<file path="src/rtl/serial_subtractor_4b_if.sv">
// Operand/result handshake bundle for the bit-serial subtractor.
// The master drives start and the operands. The slave returns busy, done and the result.
interface serial_subtractor_4b_if #(
   parameter int WIDTH = 4
);
   logic             start;
   logic [WIDTH-1:0] a;
   logic [WIDTH-1:0] b;
   logic             bin;
   logic             busy;
   logic             done;
   logic [WIDTH-1:0] diff;
   logic             borrow;

   modport master (
      output start, a, b, bin,
      input  busy, done, diff, borrow
   );

   modport slave (
      input  start, a, b, bin,
      output busy, done, diff, borrow
   );
endinterface

</file>
<file path="src/rtl/serial_subtractor_4b.sv">
// Bit-serial subtractor: diff = a - b - bin, LSB first, one bit per clock.
// It runs as a + ~b + ~bin through a single full-adder cell, so borrow is the inverse of the final carry.
module serial_subtractor_4b #(
   parameter int WIDTH = 4
) (
   input  logic                   clk,
   input  logic                   rst_n,
   serial_subtractor_4b_if.slave  bus
);
   localparam int CW = (WIDTH > 2) ? $clog2(WIDTH) : 1;
   localparam logic [CW-1:0] LAST = CW'(WIDTH - 1);

   typedef enum logic [1:0] {IDLE, SHIFT, DONE} state_t;

   state_t           state, state_n;
   logic             accept, last;
   logic [WIDTH-1:0] a_sr, b_sr, res_sr, diff_r;
   logic             c, borrow_r;
   logic [CW-1:0]    cnt;
   logic             s, co;

   // Full-adder cell shared with the parallel adder datapath.
   function automatic logic [1:0] fa(input logic x, input logic y, input logic ci);
      fa = {(x & y) | (x & ci) | (y & ci), x ^ y ^ ci};
   endfunction

   always_comb begin
      {co, s} = fa(a_sr[0], ~b_sr[0], c);
   end

   always_ff @(posedge clk or negedge rst_n) begin
      if (!rst_n) state <= IDLE;
      else        state <= state_n;
   end

   always_comb begin
      state_n  = state;
      accept   = 1'b0;
      last     = 1'b0;
      bus.busy = 1'b0;
      bus.done = 1'b0;
      case (state)
         IDLE: begin
            if (bus.start) begin
               accept  = 1'b1;
               state_n = SHIFT;
            end
         end
         SHIFT: begin
            bus.busy = 1'b1;
            if (cnt == LAST) begin
               last    = 1'b1;
               state_n = DONE;
            end
         end
         DONE: begin
            bus.done = 1'b1;
            // A start in the done cycle chains straight into the next operation.
            if (bus.start) begin
               accept  = 1'b1;
               state_n = SHIFT;
            end else begin
               state_n = IDLE;
            end
         end
         default: state_n = IDLE;
      endcase
   end

   always_ff @(posedge clk or negedge rst_n) begin
      if (!rst_n) begin
         a_sr     <= '0;
         b_sr     <= '0;
         res_sr   <= '0;
         c        <= 1'b0;
         cnt      <= '0;
         diff_r   <= '0;
         borrow_r <= 1'b0;
      end else if (accept) begin
         a_sr   <= bus.a;
         b_sr   <= bus.b;
         res_sr <= '0;
         c      <= ~bus.bin;
         cnt    <= '0;
      end else if (state == SHIFT) begin
         a_sr   <= a_sr >> 1;
         b_sr   <= b_sr >> 1;
         res_sr <= {s, res_sr[WIDTH-1:1]};
         c      <= co;
         if (last) begin
            diff_r   <= {s, res_sr[WIDTH-1:1]};
            borrow_r <= ~co;
         end else begin
            cnt <= cnt + CW'(1);
         end
      end
   end

   assign bus.diff   = diff_r;
   assign bus.borrow = borrow_r;
endmodule
</file>
<file path="src/flat_wrapper.sv">
// flat-port wrapper written by rule: the top's interface ports become plain ports
module serial_subtractor_4b_flat 
#(
   parameter int WIDTH = 4
)
  (clk, rst_n, bus_start, bus_a, bus_b, bus_bin, bus_busy, bus_done, bus_diff, bus_borrow);
  serial_subtractor_4b_if #(.WIDTH(WIDTH)) bus_i ();
  input  logic clk;
  input  logic rst_n;
  input wire logic [$bits(bus_i.start)-1:0] bus_start;
  input wire logic [$bits(bus_i.a)-1:0] bus_a;
  input wire logic [$bits(bus_i.b)-1:0] bus_b;
  input wire logic [$bits(bus_i.bin)-1:0] bus_bin;
  output wire logic [$bits(bus_i.busy)-1:0] bus_busy;
  output wire logic [$bits(bus_i.done)-1:0] bus_done;
  output wire logic [$bits(bus_i.diff)-1:0] bus_diff;
  output wire logic [$bits(bus_i.borrow)-1:0] bus_borrow;
  assign bus_i.start = bus_start;
  assign bus_i.a = bus_a;
  assign bus_i.b = bus_b;
  assign bus_i.bin = bus_bin;
  assign bus_busy = bus_i.busy;
  assign bus_done = bus_i.done;
  assign bus_diff = bus_i.diff;
  assign bus_borrow = bus_i.borrow;
  serial_subtractor_4b #(.WIDTH(WIDTH)) u_core (.clk(clk), .rst_n(rst_n), .bus(bus_i));
endmodule
</file>
<file path="config.mk">
export PLATFORM = sky130hd
export DESIGN_NAME = serial_subtractor_4b_flat
export DESIGN_NICKNAME = d
export VERILOG_FILES = /design/src/rtl/serial_subtractor_4b_if.sv /design/src/rtl/serial_subtractor_4b.sv /design/src/flat_wrapper.sv
export SDC_FILE = /design/constraint.sdc
export NUM_CORES = 1
export LEC_CHECK = 0
export CAP_MARGIN = 0
export CORE_MARGIN = 2
export CORE_UTILIZATION = 41
export DETAILED_ROUTE_END_ITERATION = 7
export GPL_ROUTABILITY_DRIVEN = 1
export PLACE_DENSITY_LB_ADDON = 0.15
export SLEW_MARGIN = 20
export SYNTH_ARGS = -nofsm -noshare
export SYNTH_HDL_FRONTEND = slang
export SYNTH_SLANG_ARGS = --single-unit
export TNS_END_PERCENT = 10
</file>
<file path="constraint.sdc">
create_clock -name clk -period 2.08 [get_ports clk]
set_input_delay 0.312 -clock clk [delete_from_list [all_inputs] [get_ports clk]]
set_output_delay 0.312 -clock clk [all_outputs]
set_load 0.02 [all_outputs]
</file>
Yosys cells after proc, flatten, opt, wreduce, memory -nomap -nowiden --
Cells that the tools add are included.
Word-level totals: register bits 22, output and inout bits 7, logic and storage cells 53
Cells by class: $add $sub $neg 1, equality and inequality tests 6, multiplexer cells 21, bitwise logic cells 11, reduce and logical (&&, ||, !) cells 6
Operators with widths (count):
- 2-to-1 mux 4 bit | 6
- 2-to-1 mux 2 bit | 5
- 2-to-1 mux 1 bit | 9
- one-hot mux 2 bit (3 select lines) | 1
- == test 2 bit, second input constant | 2
- inequality test 2 x 1 -> 1 bit, second input constant | 2
- NOT 1 bit | 4
- AND reduction 2 bit | 2
- AND 1 bit | 3
- AND reduction 3 bit | 1
- adder 2 x 1 -> 2 bit, second input constant | 1
- == test 2 x 1 -> 1 bit, second input constant | 1
- zero test 2 bit | 1
- inequality test 2 bit, second input constant | 1
- OR 1 bit | 2
- nonzero test 2 bit | 1
- OR reduction 2 bit | 1
- XOR 1 bit | 2

Logic depth before layout (Yosys ltp) --
Gate-level depths: netlist of run 1.
depth in word-level cells 6, mapped depth 5, mapped depth without buffers 5

Worst setup path after synthesis of run 1 --
OpenSTA, ideal clock, no wires.
path type register to register, from reg u_core.c, to reg u_core.res_sr[3], setup time 0.121 ns, arrival 1.198 ns, data required time 1.959 ns, path slack 0.761 ns, cell stages (with the launch flop) 5, buffers on the path 0, clock period less this slack 1.319 ns, cells stage by stage dfrtp_1 -> inv_1 -> fa_1 -> mux2i_1 -> a22o_1
Between the ends: word-level cells in the longest chain between the ends 3
RTL lines:
- start, declared | line serial_subtractor_4b.sv:18 | logic c, borrow_r;
- start signal, assigned | line serial_subtractor_4b.sv:83 | c <= ~bus.bin;
- start signal, assigned | line serial_subtractor_4b.sv:89 | c <= co;
- XOR 1 bit | line serial_subtractor_4b.sv:24 | fa = {(x & y) | (x & ci) | (y & ci), x ^ y ^ ci};
- 2-to-1 mux 4 bit | line serial_subtractor_4b.sv:85 | end else if (state == SHIFT) begin
- 2-to-1 mux 4 bit | line serial_subtractor_4b.sv:79 | end else if (accept) begin
- end signal, assigned | line serial_subtractor_4b.sv:88 | res_sr <= {s, res_sr[WIDTH-1:1]};
- end, declared | line serial_subtractor_4b.sv:17 | logic [WIDTH-1:0] a_sr, b_sr, res_sr, diff_r;
Every way passes these cells. The select of a mux whose other input is x is not followed. A chain may end at the register's enable or synchronous reset.

Final worst setup path of run 1 --
from reg u_core.state[1], to out bus_busy
Between the ends: word-level cells in the longest chain between the ends 2
RTL lines:
- start, declared | line serial_subtractor_4b.sv:15 | state_t state, state_n;
- start signal, assigned | line serial_subtractor_4b.sv:33 | else state <= state_n;
- == test 2 x 1 -> 1 bit | line serial_subtractor_4b.sv:42 | case (state)
- 2-to-1 mux 1 bit | line serial_subtractor_4b.sv:42
- end, declared | line flat_wrapper.sv:14 | output wire logic [$bits(bus_i.busy)-1:0] bus_busy;
Every way passes these cells.

==> results of run 1 <==
[synthesized netlist by cell type]
library cell / number
dfrtp_1: 21
ha_1: 1
nor2b_1: 5
xor2_1: 1
o21ai_0: 5
mux2_2: 4
mux2i_1: 6
o22ai_1: 2
inv_1: 4
nand3_1: 2
buf_4: 2
inv_2: 1
a21o_1: 1
nand2b_2: 1
o211ai_1: 1
nor3_1: 2
buf_2: 2
a21oi_1: 4
nor2_1: 6
fa_1: 1
nand2_1: 8
a211oi_1: 3
nand2b_1: 1
a22o_1: 6
nand3b_2: 1
[flip-flops by register name (all words and copies together), names as in the netlist]
register,flops
u_core.a_sr,4
u_core.res_sr,3
u_core.bus.borrow,1
u_core.c,1
u_core.cnt,2
u_core.b_sr,4
u_core.state,2
u_core.bus.diff,4
[metrics by stage]
step	setup slack (ns)	power (mW)	util, %	hold WS [ns]	cell area [sq um]
after floorplan	0.761	1.34	-	0.0164	993
after global placement	0.519	1.60	54.2	0.463	1220
after detailed placement	0.512	1.65	54.2	0.470	1220
after CTS	0.155	1.85	55.3	0.344	1250
after global routing	0.105	1.97	55.3	0.371	1250
final	0.169	1.82	55.3	0.338	1250
[worst max-delay path, delay by kind of cell, from the launching register on]
family	cells	cell delay, ns
buffers and inverters	2	0.70
flip-flops	1	0.40
AND/OR/NAND/NOR	1	0.20
[layout by cell type, fill, tap and decap left out, types with 2 or more instances in the layout]
master / count
nand3_1: 2
nor2b_1: 5
dfrtp_1: 21
nand2_1: 8
nor3_1: 2
a22o_1: 6
mux2_2: 4
inv_1: 4
nor2_1: 6
mux2i_1: 6
clkbuf_4: 3
a211oi_1: 3
buf_4: 5
o21ai_0: 5
a21oi_1: 4
clkdlybuf4s50_1: 18
o22ai_1: 2
[power groups by stage]
stage	Sequential, mW	Clock (mW)	Combinational [mW]
after floorplan	0.761	0	0.582
after global placement	0.729	0	0.872
after detailed placement	0.739	0	0.911
after CTS	0.731	0.203	0.912
after global routing	0.752	0.220	0.998
final	0.730	0.195	0.895
[routing by layer]
| metal | vias to the layer above | wire length (um) | GRT usage, % | part of all wire, % |
|---|---|---|---|---|
| met2 | 15 | 921 | 29.0 | 49 |
| met1 | 359 | 869 | 18.1 | 46 |
| li1 | 365 | - | - | - |
| met3 | 4 | 67 | 3.39 | 3.5 |
| met5 | - | 0 | 0 | 0 |
| met4 | 0 | 40 | 8.97 | 2.1 |
[area by class of cell]
type / count / area (sq um) / share of cell area [%]
Timing Repair Buffer: 23 / 218 / 17.5
Tap cell: 28 / 35.0 / 2.81
Sequential cell: 21 / 526 / 42.1
Multi-Input combinational cell: 61 / 424 / 34.0
Clock buffer: 4 / 26.3 / 2.11
Inverter: 5 / 18.8 / 1.50
[final timing paths]
kind / from / to / cells after the start
max: u_core.state[1]$_DFFE_PN0P_ / bus_busy / 3
min: rst_n / u_core.bus.diff[2]$_DFFE_PN0P_ / 2
max reg2reg: u_core.c$_DFFE_PN0P_ / u_core.res_sr[3]$_DFFE_PN0P_ / 4
min reg2reg: u_core.bus.diff[3]$_DFFE_PN0P_ / u_core.bus.diff[3]$_DFFE_PN0P_ / 2
max in group asynchronous: rst_n / u_core.res_sr[2]$_DFFE_PN0P_ / 2
min in group clk: u_core.bus.diff[3]$_DFFE_PN0P_ / u_core.bus.diff[3]$_DFFE_PN0P_ / 2
[kinds of logic (layout without fill, tap and decap cells)]
kind of cell	after synthesis	count (layout)	share of synthesized area [%]
simple gates	26	26	13.1
buf+inv	9	32	4.41
compound gates	22	22	14.9
flops	21	21	52.9
xor+xnor	1	1	0.882
mux	10	10	10.6
fa+ha+maj	2	2	3.27
==> flow_metrics.env, run 1 <==
export IMPL_status="completed"
export IMPL_grt_pass1_wl_um=3270
export IMPL_power_leakage_nw=0.562
export IMPL_p_sw_uw=698
export IMPL_p_seq_share_pct=40.1
export IMPL_core_sq_mm=0.00225
export IMPL_powerDensity_mw_per_mm2=1460
export IMPL_cts_repair_resized=0
export IMPL_cts_root_buf="clkbuf_4"
export IMPL_ant_nets=0
export IMPL_area_growth_pct=25.6
export IMPL_synth_area_leaders="dfrtp_1, mux2i_1, a22o_1, mux2_2, nor2b_1"
export IMPL_switching_share_pct=38.3
export IMPL_cts_sinks=21
export IMPL_clkTransAtPathRegs_ns=0.11
export IMPL_firstDrtPassIters=4
export IMPL_track_usage_pct=16.4
export IMPL_critPathCaptureType="primary output"
export IMPL_row_count=17
export IMPL_synth_top_area_share_pct=52.9
export IMPL_min_period_ns=1.91
export IMPL_cp_data_arrival_time_ns=1.60
export IMPL_syn_area_sq_um=993
export IMPL_grt_max_degree=22
export IMPL_vias=743
export IMPL_fin_tns_setup_ns=0
export IMPL_start_util_pct=44.1
export IMPL_stdcell_count=142
export IMPL_wl_per_cell_um=13.4
export IMPL_maxSlewViolCount=0
export IMPL_pwr_share_clk_pct=10.7
export IMPL_yosysUniqueCellTypes=25
export IMPL_synth_area_leader_cell="dfrtp_1"
export IMPL_intPower_mw=1.12
export IMPL_dr_first_iter_drc_count=11
export IMPL_cp_max_fo=5
export IMPL_p_comb_share_pct=49.2
export IMPL_fill_cells=223
export IMPL_worst_setup_path_start_kind="flop"
export IMPL_syn_nets=105
export IMPL_grt_setup_unrepaired="no"
export IMPL_die_w_um=53.2
export IMPL_path_class="flop to primary output"
export IMPL_wl_um=1900
export IMPL_finalHoldViolCount=0
export IMPL_min_path_type="input port to asynchronous set/reset pin"
export IMPL_hold_buffers=0
export IMPL_ff2ff_setup_slack_ns=0.66
export IMPL_worst_endpoint_required_ns=1.77
export IMPL_ctsHtreeMaxLevel=1
export IMPL_die_h_um=53.2
export IMPL_overflow=0
export IMPL_final_layout_size_suffix_gt1_share_pct=13.2
export IMPL_worstSkewPairLatency_ns=0.30
export IMPL_vdd_ir_drop_max_mv=0.723
export IMPL_path_cells="nand2b_2 > inv_2 > clkdlybuf4s50_1"
export IMPL_critPathMaxStageDelay_ns=0.61
export IMPL_cts_buffers=3
export IMPL_maxCapViolCount=0
export IMPL_dp_hpwl_um=1450
export IMPL_synth_yosys_seq_area_share_pct=52.9
export IMPL_pin_count=19
export IMPL_slowest_stage="clkdlybuf4s50_1"
export IMPL_routabilityCongestion=0.719
export IMPL_dp_cells=138
export IMPL_grt_pass1_vias=779
export IMPL_maxSlewHeadroom_pct=75.7
export IMPL_vias_per_cell=5.23
export IMPL_drc=0
export IMPL_num_nets_final=129
export IMPL_portBuffers=18
export IMPL_yosys_warnings=0
export IMPL_clockBufferDepth=2
export IMPL_diodes=0
export IMPL_cts_tree="done"
export IMPL_post_cts_buffers=0
export IMPL_die_area_sq_mm=0.00283
export IMPL_syn_inst=91
export IMPL_yosys_register_bits=21
export IMPL_fmax_mhz=523
export IMPL_setup_viol=0
export IMPL_period_share_pct=91.9
export IMPL_tightest_slew_ns=0.363
export IMPL_antenna_found_initial=0
export IMPL_syn_area_per_cell_sq_um=10.9
export IMPL_clock_skew_final_ns=0.00163
(Power assumes the default switching activity.)
==> run 2, diff against run 1 <==
CTS_BUF_LIST = sky130_fd_sc_hd__clkbuf_8 sky130_fd_sc_hd__clkbuf_16   (was not set)
MAX_ROUTING_LAYER = met4   (was not set)
==> run 2 against run 1 <==
Effect of this change:
- critical path depth unchanged
- clock skew up 0.0011 ns
- non-clock buffer count unchanged
- register-to-register slack about the same
- maximum frequency up 2.7%
- critical endpoint unchanged
- highest routed layer unchanged
==> flow_metrics.env, run 2 (synthesis gave the netlist of run 1 again) <==
export IMPL_maxCapViolCount=0
export IMPL_core_sq_mm=0.00225
export IMPL_num_nets_final=129
export IMPL_power_leakage_nw=0.574
export IMPL_holdWs_ns=0.387
export IMPL_layout_common_cells="dfrtp_1, clkdlybuf4s50_1, nand2_1"
export IMPL_crit_family="buffers and inverters"
export IMPL_final_common_cell="dfrtp_1"
export IMPL_slowest_stage="clkdlybuf4s50_1"
export IMPL_dpl_instance_area_sq_mm=0.00122
export IMPL_worstSkewPairLatency_ns=0.26
export IMPL_ctsHtreeMaxLevel=1
export IMPL_area_growth_pct=27.5
export IMPL_die_h_um=53.2
export IMPL_grt_pass1_wl_um=3310
export IMPL_critPathMaxStageDelay_ns=0.61
export IMPL_min_period_ns=1.86
export IMPL_cts_root_buf="clkbuf_8"
export IMPL_vdd_ir_drop_max_mv=0.727
export IMPL_min_path_type="input port to asynchronous set/reset pin"
export IMPL_dp_cells=138
export IMPL_crit_cells=3
export IMPL_maxSlewViolCount=0
export IMPL_powerDensity_mw_per_mm2=1500
export IMPL_fin_area_sq_mm=0.00127
export IMPL_cts_buffers=3
export IMPL_hold_buffers=0
export IMPL_wl_um=1960
export IMPL_cts_repair_resized=0
export IMPL_track_usage_pct=17.3
export IMPL_cts_tree="done"
export IMPL_pin_count=19
export IMPL_path_class="flop to primary output"
export IMPL_grt_pass1_vias=766
export IMPL_diodes=0
export IMPL_dp_hpwl_um=1450
export IMPL_cts_sinks=21
export IMPL_tightest_slew_ns=0.357
export IMPL_die_area_sq_mm=0.00283
export IMPL_maxSlewHeadroom_pct=76.1
export IMPL_vias=736
export IMPL_cp_data_arrival_time_ns=1.55
export IMPL_clock_skew_final_ns=0.00271
export IMPL_power_total_mw=1.89
export IMPL_fin_tns_setup_ns=0
export IMPL_drc=0
export IMPL_portBuffers=18
export IMPL_worst_setup_path_start_kind="flop"
export IMPL_cp_max_fo=5
export IMPL_start_util_pct=44.1
export IMPL_final_layout_size_suffix_gt1_share_pct=13.2
export IMPL_status="completed"
export IMPL_firstDrtPassIters=4
export IMPL_worst_endpoint_required_ns=1.77
export IMPL_die_w_um=53.2
export IMPL_routabilityCongestion=0.727
export IMPL_vias_per_cell=5.18
export IMPL_wl_per_cell_um=13.8
export IMPL_post_cts_buffers=0
export IMPL_dr_first_iter_drc_count=8
export IMPL_fmax_mhz=537
export IMPL_antenna_found_initial=0
export IMPL_period_share_pct=89.5
export IMPL_stdcell_count=142
export IMPL_clockBufferDepth=2
export IMPL_critPathCaptureType="primary output"
export IMPL_finalHoldViolCount=0
export IMPL_r2r_worst_path_cells=4
export IMPL_clkTransAtPathRegs_ns=0.08
export IMPL_overflow=0
export IMPL_path_cells="nand2b_2 > inv_2 > clkdlybuf4s50_1"
export IMPL_row_count=17
export IMPL_grt_max_degree=22
export IMPL_grt_setup_unrepaired="no"
export IMPL_setup_viol=0
export IMPL_critPathBufInv=2
export IMPL_ant_nets=0
==> run 2: changes by cell type in the layout (fill, tap and decap cells not counted) <==
cell,previous run,this run
clkbuf_4,3,0
clkbuf_8,0,3
clkbuf_1,1,0
inv_1,4,5
==> run 2: through the flow <==
stage | utilization, % | setup WS, ns
final | 56.2 | 0.219
after global routing | 56.2 | 0.173
after CTS | 56.2 | 0.209
after detailed placement | 54.2 | 0.512
after global placement | 54.2 | 0.519
after floorplan | - | 0.761
==> run 2: metal layers <==
metal,up-vias,wire [um],GRT usage [%]
li1,362,-,-
met1,350,879,19.1
met2,20,950,28.6
met3,4,88,2.54
met4,0,44,11.5
met5,-,0,-
==> run 2: worst paths after layout <==
path                       slack [ns]                             end                      startpoint
min reg2reg                      0.48  u_core.bus.diff[3]$_DFFE_PN0P_  u_core.bus.diff[3]$_DFFE_PN0P_
min in group clk                 0.48  u_core.bus.diff[3]$_DFFE_PN0P_  u_core.bus.diff[3]$_DFFE_PN0P_
min                              0.39  u_core.bus.diff[2]$_DFFE_PN0P_                           rst_n
max reg2reg                      0.67    u_core.res_sr[3]$_DFFE_PN0P_            u_core.c$_DFFE_PN0P_
max                              0.22                        bus_busy     u_core.state[1]$_DFFE_PN0P_
max in group asynchronous        1.47       u_core.cnt[0]$_DFFE_PN0P_                           rst_n
==> run 2: report_power, final <==
part	internal (mW)	switching, mW	total (mW)
combinational	0.451	0.445	0.896
sequential	0.599	0.133	0.732
clock	0.132	0.134	0.265
total	1.18	0.712	1.89
==> run 2: layout make-up <==
| class | count | area, sq um |
|---|---|---|
| clock inverters | 1 | 3.75 |
| repair buffers | 23 | 218 |
| inverters | 5 | 18.8 |
| well taps | 28 | 35.0 |
| flip-flops and latches | 21 | 526 |
| clock buffers | 3 | 41.3 |
| fillers | 230 | 988 |
| multi-input cells | 61 | 424 |
